[config.mk]
export PLATFORM = sky130hd
export DESIGN_NAME = fpu_issue_scoreboard
export DESIGN_NICKNAME = d
export VERILOG_FILES = /design/src/rtl/fpu_pkg.sv /design/src/rtl/fpu_latency_shifter.sv /design/src/rtl/fpu_issue_scoreboard.sv
export SDC_FILE = /design/constraint.sdc
export NUM_CORES = 1
export LEC_CHECK = 0
export ABC_AREA = 1
export CAP_MARGIN = 20
export CORE_ASPECT_RATIO = 1.5
export CORE_MARGIN = 10
export CORE_UTILIZATION = 40
export CTS_BUF_LIST = sky130_fd_sc_hd__clkbuf_4 sky130_fd_sc_hd__clkbuf_8
export DETAILED_ROUTE_END_ITERATION = 12
export PLACE_DENSITY = 0.7
export SKIP_CTS_REPAIR_TIMING = 1
export SLEW_MARGIN = 0
export SYNTH_ARGS = -nofsm -noshare
export SYNTH_HDL_FRONTEND = slang
export SYNTH_SLANG_ARGS = --single-unit
[constraint.sdc]
create_clock -name clk -period 3 [get_ports clk]
set_input_delay 0.45 -clock clk [delete_from_list [all_inputs] [get_ports clk]]
set_output_delay 0.45 -clock clk [all_outputs]
set_load 0.05 [all_outputs]
[src/rtl/fpu_pkg.sv]
// Shared FPU definitions: op classes, fixed pipeline latencies and the
// completion-slot record used by the issue scoreboard.
package fpu_pkg;

  localparam int DSIZE = 32;

  typedef enum logic [1:0] {
    OP_ADD = 2'b00,
    OP_MUL = 2'b01,
    OP_CMP = 2'b10,
    OP_RSV = 2'b11
  } fpu_op_e;

  localparam int LAT_ADD = 3;
  localparam int LAT_MUL = 4;
  localparam int LAT_CMP = 1;

  typedef struct packed {
    logic       valid;
    logic [4:0] rd;
    fpu_op_e    op;
  } slot_t;

  // Reserved ops report latency 0 so they never map onto a slot.
  function automatic int op_latency(input fpu_op_e op);
    case (op)
      OP_ADD:  return LAT_ADD;
      OP_MUL:  return LAT_MUL;
      OP_CMP:  return LAT_CMP;
      default: return 0;
    endcase
  endfunction

endpackage

[src/rtl/fpu_latency_shifter.sv]
// Completion-slot array: every cycle slot k takes slot k+1, and a new op is
// dropped into slot L-1 so it reaches slot 0 exactly L cycles after issue.
module fpu_latency_shifter
  import fpu_pkg::*;
#(
  parameter int NSLOT = 4,
  parameter int LW    = $clog2(NSLOT + 1)
) (
  input  logic                  clk,
  input  logic                  rst,
  input  logic                  flush,
  input  logic                  ins_en,
  input  logic [LW-1:0]         ins_lat,
  input  slot_t                 ins_rec,
  output logic [NSLOT-1:0]      slot_valid,
  output logic [NSLOT-1:0][4:0] slot_rd,
  output logic [1:0]            head_op
);

  slot_t [NSLOT-1:0] slots;
  slot_t [NSLOT-1:0] slot_nxt;

  always_comb begin
    slot_nxt = '0;
    for (int k = 0; k < NSLOT - 1; k++) begin
      slot_nxt[k] = slots[k+1];
    end
    // Scoreboard guarantees the target slot's incoming occupant is empty.
    if (ins_en) begin
      for (int k = 0; k < NSLOT; k++) begin
        if (int'(ins_lat) == k + 1) slot_nxt[k] = ins_rec;
      end
    end
  end

  always_ff @(posedge clk) begin
    if (rst) begin
      slots <= '0;
    end else if (flush) begin
      slots <= '0;
    end else begin
      slots <= slot_nxt;
    end
  end

  always_comb begin
    for (int k = 0; k < NSLOT; k++) begin
      slot_valid[k] = slots[k].valid;
      slot_rd[k]    = slots[k].rd;
    end
    head_op = slots[0].op;
  end

endmodule

[src/rtl/fpu_issue_scoreboard.sv]
// FPU issue scoreboard: RAW / structural / WAW hazard detection against the
// in-flight completion slots; the completion record is taken from slot 0.
module fpu_issue_scoreboard
  import fpu_pkg::*;
#(
  parameter int DSIZE = 32,
  parameter int NSLOT = 4
) (
  input  logic       clk,
  input  logic       rst,
  input  logic       flush,
  input  logic       issue_valid,
  input  logic [1:0] issue_op,
  input  logic [4:0] issue_rd,
  input  logic [4:0] issue_rs1,
  input  logic [4:0] issue_rs2,
  output logic       stall,
  output logic       wb_valid,
  output logic [4:0] wb_rd,
  output logic [1:0] wb_op,
  output logic       busy
);

  localparam int LW = $clog2(NSLOT + 1);

  // The slot chain must be deep enough for the slowest op class.
  if (NSLOT < LAT_MUL || DSIZE != fpu_pkg::DSIZE) begin : g_cfg_err
    $error("fpu_issue_scoreboard: NSLOT below max latency or DSIZE differs from fpu_pkg");
  end

  logic [NSLOT-1:0]      slot_valid;
  logic [NSLOT-1:0][4:0] slot_rd;
  logic [1:0]            head_op;
  fpu_op_e               op;
  int                    lat;
  logic                  raw, structural, waw;
  logic                  hazard_en, accept, ins_en;
  slot_t                 ins_rec;

  // Slot 0 is excluded: its result is forwarded this very cycle.
  always_comb begin
    op         = fpu_op_e'(issue_op);
    lat        = op_latency(op);
    raw        = 1'b0;
    structural = 1'b0;
    waw        = 1'b0;
    for (int k = 1; k < NSLOT; k++) begin
      if (slot_valid[k]) begin
        if ((issue_rs1 != 5'd0 && issue_rs1 == slot_rd[k]) ||
            (issue_rs2 != 5'd0 && issue_rs2 == slot_rd[k]))
          raw = 1'b1;
        if (k == lat)
          structural = 1'b1;
        if (issue_rd != 5'd0 && issue_rd == slot_rd[k] && k >= lat)
          waw = 1'b1;
      end
    end
  end

  assign hazard_en = issue_valid & ~rst & ~flush & (op != OP_RSV);
  assign stall     = hazard_en & (raw | structural | waw);
  assign accept    = issue_valid & ~rst & ~flush & ~stall;
  assign ins_en    = accept & (issue_rd != 5'd0) & (op != OP_RSV);
  assign ins_rec   = '{valid: 1'b1, rd: issue_rd, op: op};

  fpu_latency_shifter #(
    .NSLOT (NSLOT),
    .LW    (LW)
  ) u_shifter (
    .clk        (clk),
    .rst        (rst),
    .flush      (flush),
    .ins_en     (ins_en),
    .ins_lat    (LW'(lat)),
    .ins_rec    (ins_rec),
    .slot_valid (slot_valid),
    .slot_rd    (slot_rd),
    .head_op    (head_op)
  );

  assign wb_valid = slot_valid[0];
  assign wb_rd    = slot_rd[0];
  assign wb_op    = head_op;
  assign busy     = |slot_valid;

endmodule

==> results by stage, run 1 <==
Run status:
- The flow ran to the end, and the final reports show no timing, DRC or antenna violations.

Yosys:
- The synthesized net count is 303.
- By area the synthesized netlist is led by dfxtp_1, nand2_1, xnor2_1, inv_1, nor2_1.
- The most frequent cell after synthesis is nand2_1.
- After synthesis, the most frequently instantiated cells are nand2_1, inv_1, nor2_1.
- The flip-flop and latch count after synthesis is 32.
- In the synthesized netlist the dominant register cell turns out to be dfxtp_1.
- In this run the cell area of the synthesized design comes to 1920 um^2.
- Sequential elements use 33.3% of the synthesized area.
- A synthesized cell averages 6.82 um^2.
- The biggest area contributor in the post-synthesis netlist is dfxtp_1.
- After synthesis, the netlist uses 26 different library cells.
- Synthesis produced 282 cells.
- Of all flip-flops after synthesis, the portion carrying an async set or reset was 0%.
- Yosys printed 0 warnings.
- The synthesized design devotes to its leading area cell type 33.3% of total area.
- The count of flip-flops with a built-in enable after synthesis is 0.

Drt:
- The remaining antenna violation count is 0.
- The detailed router finished its first iteration with 152 violations.
- The routed design has 5130 um of wire.
- Using the TritonRoute via totals, the vias-per-cell ratio works out to 4.96.
- The per-cell routed wire length is 13.7 um.
- For this block, the via count after detailed routing is 1859.
- The first-pass iteration count of the detailed router is 4.
- After detailed routing, the number of remaining DRC violations is 0.

Clock network:
- The number of H-tree branching levels is 2.
- TritonCTS built the clock tree.
- Clock latency on the worst-skew pair, taken at its later pin, is 290 ps.
- The worst-case clock buffer depth is 2.
- The number of buffers created by CTS is 5.
- The clock-pin transition on the worst setup and hold timing paths is 60 ps.
- The CTS root buffer is clkbuf_8.
- The number of sinks handled by clock tree synthesis is 32.

Global route:
- The global-route usage over all layers is 12.5%.
- The first-pass GRT wire length is 8330 um.
- The number of global-route vias before repair is 1720.
- The maximum number of pins on one net before global-route repair is 22.
- The initial antenna violation count is 0.
- After global routing the overflow that remains totals 0.

Power and ir drop:
- The static leakage power is 0.919 nW.
- Dividing total power by cell area gives a power density of 385 nW/um^2.
- The post-layout total power is 905 uW.
- The peak supply drop is 0.366 mV.

Placement:
- The congestion estimate from routability-driven global placement came to 1.06.
- Detailed placement ended at an HPWL of 4010 um.
- The number of buffers inserted by port buffering is 30.

Setup path:
- In this run the register-to-register setup slack is 960 ps.
- The buffers plus inverters on the worst setup path is 4.
- The category of the worst setup path capture point is an output port.
- The reg-to-reg critical path endpoint is u_shifter.slot_rd[3].
- The critical path's largest stage delay is 580 ps.
- The worst register-to-register path begins at u_shifter.slot_rd[5].
- The type of origin of the critical path is an input pin.
- The worst-path maximum fanout is 8.
- The type of the setup path with the least slack is input pin to output port.
- STA puts the critical path data arrival time at 2300 ps.
- The critical path runs through a total of 10 cells.
- The cell family contributing the most delay on the critical path is buffers and inverters.
- Data on the critical path is required at its endpoint by 2550 ps.
- The depth of the most critical reg-to-reg path is 10.
- The signal on the critical path passes through clkdlybuf4s50_1 -> inv_1 -> nand2_1 -> inv_1 -> a211oi_2 -> nand2_1 -> nor2_2 -> a21oi_4 -> o21ai_0 -> buf_12.
- For this design, the slowest cell found on the critical path is clkdlybuf4s50_1.

Hold path:
- The tightest min-delay check is of the register to register type.
- The hold-critical path endpoint is u_shifter.slots[9].
- Along the worst hold path, the cell count comes to 2.
- The beginning of the worst hold path is u_shifter.slots[17].

STA:
- The max-slew violation count is 0.
- Setup violations remaining at the end of the flow were counted as 0.
- The worst max-slew margin expressed relative to the limit is 59.0%.
- In the finished design, the share of the clock period the worst path needs comes to 91.7%.
- Static timing analysis puts the maximum clock frequency at 363 MHz.
- Setup repair after global routing left no endpoint under its margin.
- Final hold analysis gives a worst-case slack of 409 ps.
- For the pin with the worst max-slew slack, the measured transition is 614 ps.
- Setup total negative slack on the finished layout was measured at 0 ps.
- The clock skew after layout is 4.27 ps.
- The clock period could shrink to 2750 ps.
- The final count of hold timing violations is 0.

Floorplanning:
- The area of the die is 8040 um^2.
- The total area inside the core boundary comes to 4580 um^2.
- Measured along the x axis, the die boundary spans 76.6 um.
- Once the floorplan was initialized, standard cells occupied 42.0% of the core.
- The die outline height is 105 um.
- The number of core rows is 30.
- 31 I/O pins were placed.

Final layout:
- Relative to the synthesized area, the layout overhead comes to 22.2%.
- The net count of the finished layout is 331.
- The post-route netlist has 7.40% of its cells at a drive strength greater than 1.
- The number of diodes is 0.

Flow run:
- The number of max-cap violations is 0.
-- logic make-up after synthesis --
group | synth area share, %
other | 0.195
buffers and inverters | 12.2
AOI/OAI and AO/OA | 12.6
and+or+nand+nor | 27.9
xor gates and xnor gates | 13.2
muxes | 0.586
DFF | 33.3
-- flip-flops by register name, summed over array words and instances (netlist names) --
name                  flops
u_shifter.slot_rd        20
u_shifter.slots           6
u_shifter.slot_valid      4
u_shifter.head_op         2
-- final cells by class --
type | instances | area, um^2
well taps | 64 | 80.1
multi-input cells | 199 | 1050
repair buffers | 34 | 340
clock buffers | 7 | 90.1
clock inverters | 1 | 7.51
flip-flops and latches | 32 | 641
inverters | 38 | 143
fillers | 487 | 2230
-- layout by cell type (no fill, tap or decap), types with 10 or more instances in the layout --
| cell | n |
|---|---|
| nor2_1 | 36 |
| dfxtp_1 | 32 |
| inv_1 | 36 |
| a21oi_1 | 18 |
| nand2_1 | 60 |
| clkdlybuf4s50_1 | 29 |
| nand4_1 | 13 |
| xnor2_1 | 22 |
| nand3_1 | 10 |
| o21ai_0 | 14 |
-- how the worst max path moves through the flow --
stage | from | endpoint | slack, ps
finish | issue_op[1] | stall | 250
global route | issue_op[1] | stall | 150
CTS | issue_op[1] | stall | 270
detailed placement | issue_op[1] | stall | 290
global placement | issue_op[1] | stall | 310
floorplan | issue_op[1] | stall | 280
-- layer usage --
| layer | GRT usage (%) | vias up | routed length, um |
|---|---|---|---|
| met5 | 0 | - | 0 |
| met1 | 13.4 | 829 | 1970 |
| met3 | 2.49 | 16 | 317 |
| met4 | 6.00 | 0 | 147 |
| met2 | 22.8 | 71 | 2700 |
| li1 | - | 943 | - |
-- worst register-to-register path, delay by kind of cell (launching register included) --
kind / cells / cell delay (ps)
compound gates: 4 / 550
buf+inv: 2 / 300
flops: 1 / 470
simple gates: 4 / 550
-- report_power, final --
part	internal (mW)	switching, mW
clock	0.195	0.157
sequential	0.428	0.00305
combinational	0.0550	0.0668
total	0.679	0.227
-- metrics by stage --
stage / std cells / utilization, % / instance area (um^2) / setup WS (ps)
after floorplan: 282 / - / 1920 / 284
after global placement: 367 / 49.2 / 2250 / 315
after detailed placement: 367 / 49.2 / 2250 / 290
after CTS: 375 / 51.3 / 2350 / 265
after global routing: 375 / 51.3 / 2350 / 155
final: 375 / 51.3 / 2350 / 248
Note: power is estimated with default switching activity, not from simulation.
==> run 2, diff against run 1 <==
--- a/config.mk
+++ b/config.mk
@@ -14,7 +14,7 @@
 export DETAILED_ROUTE_END_ITERATION = 12
 export PLACE_DENSITY = 0.7
 export SKIP_CTS_REPAIR_TIMING = 1
-export SLEW_MARGIN = 0
+export SLEW_MARGIN = 25
 export SYNTH_ARGS = -nofsm -noshare
 export SYNTH_HDL_FRONTEND = slang
 export SYNTH_SLANG_ARGS = --single-unit
==> results of run 2 <==
The final DEF is identical to that of run 1; final timing and power are the same.
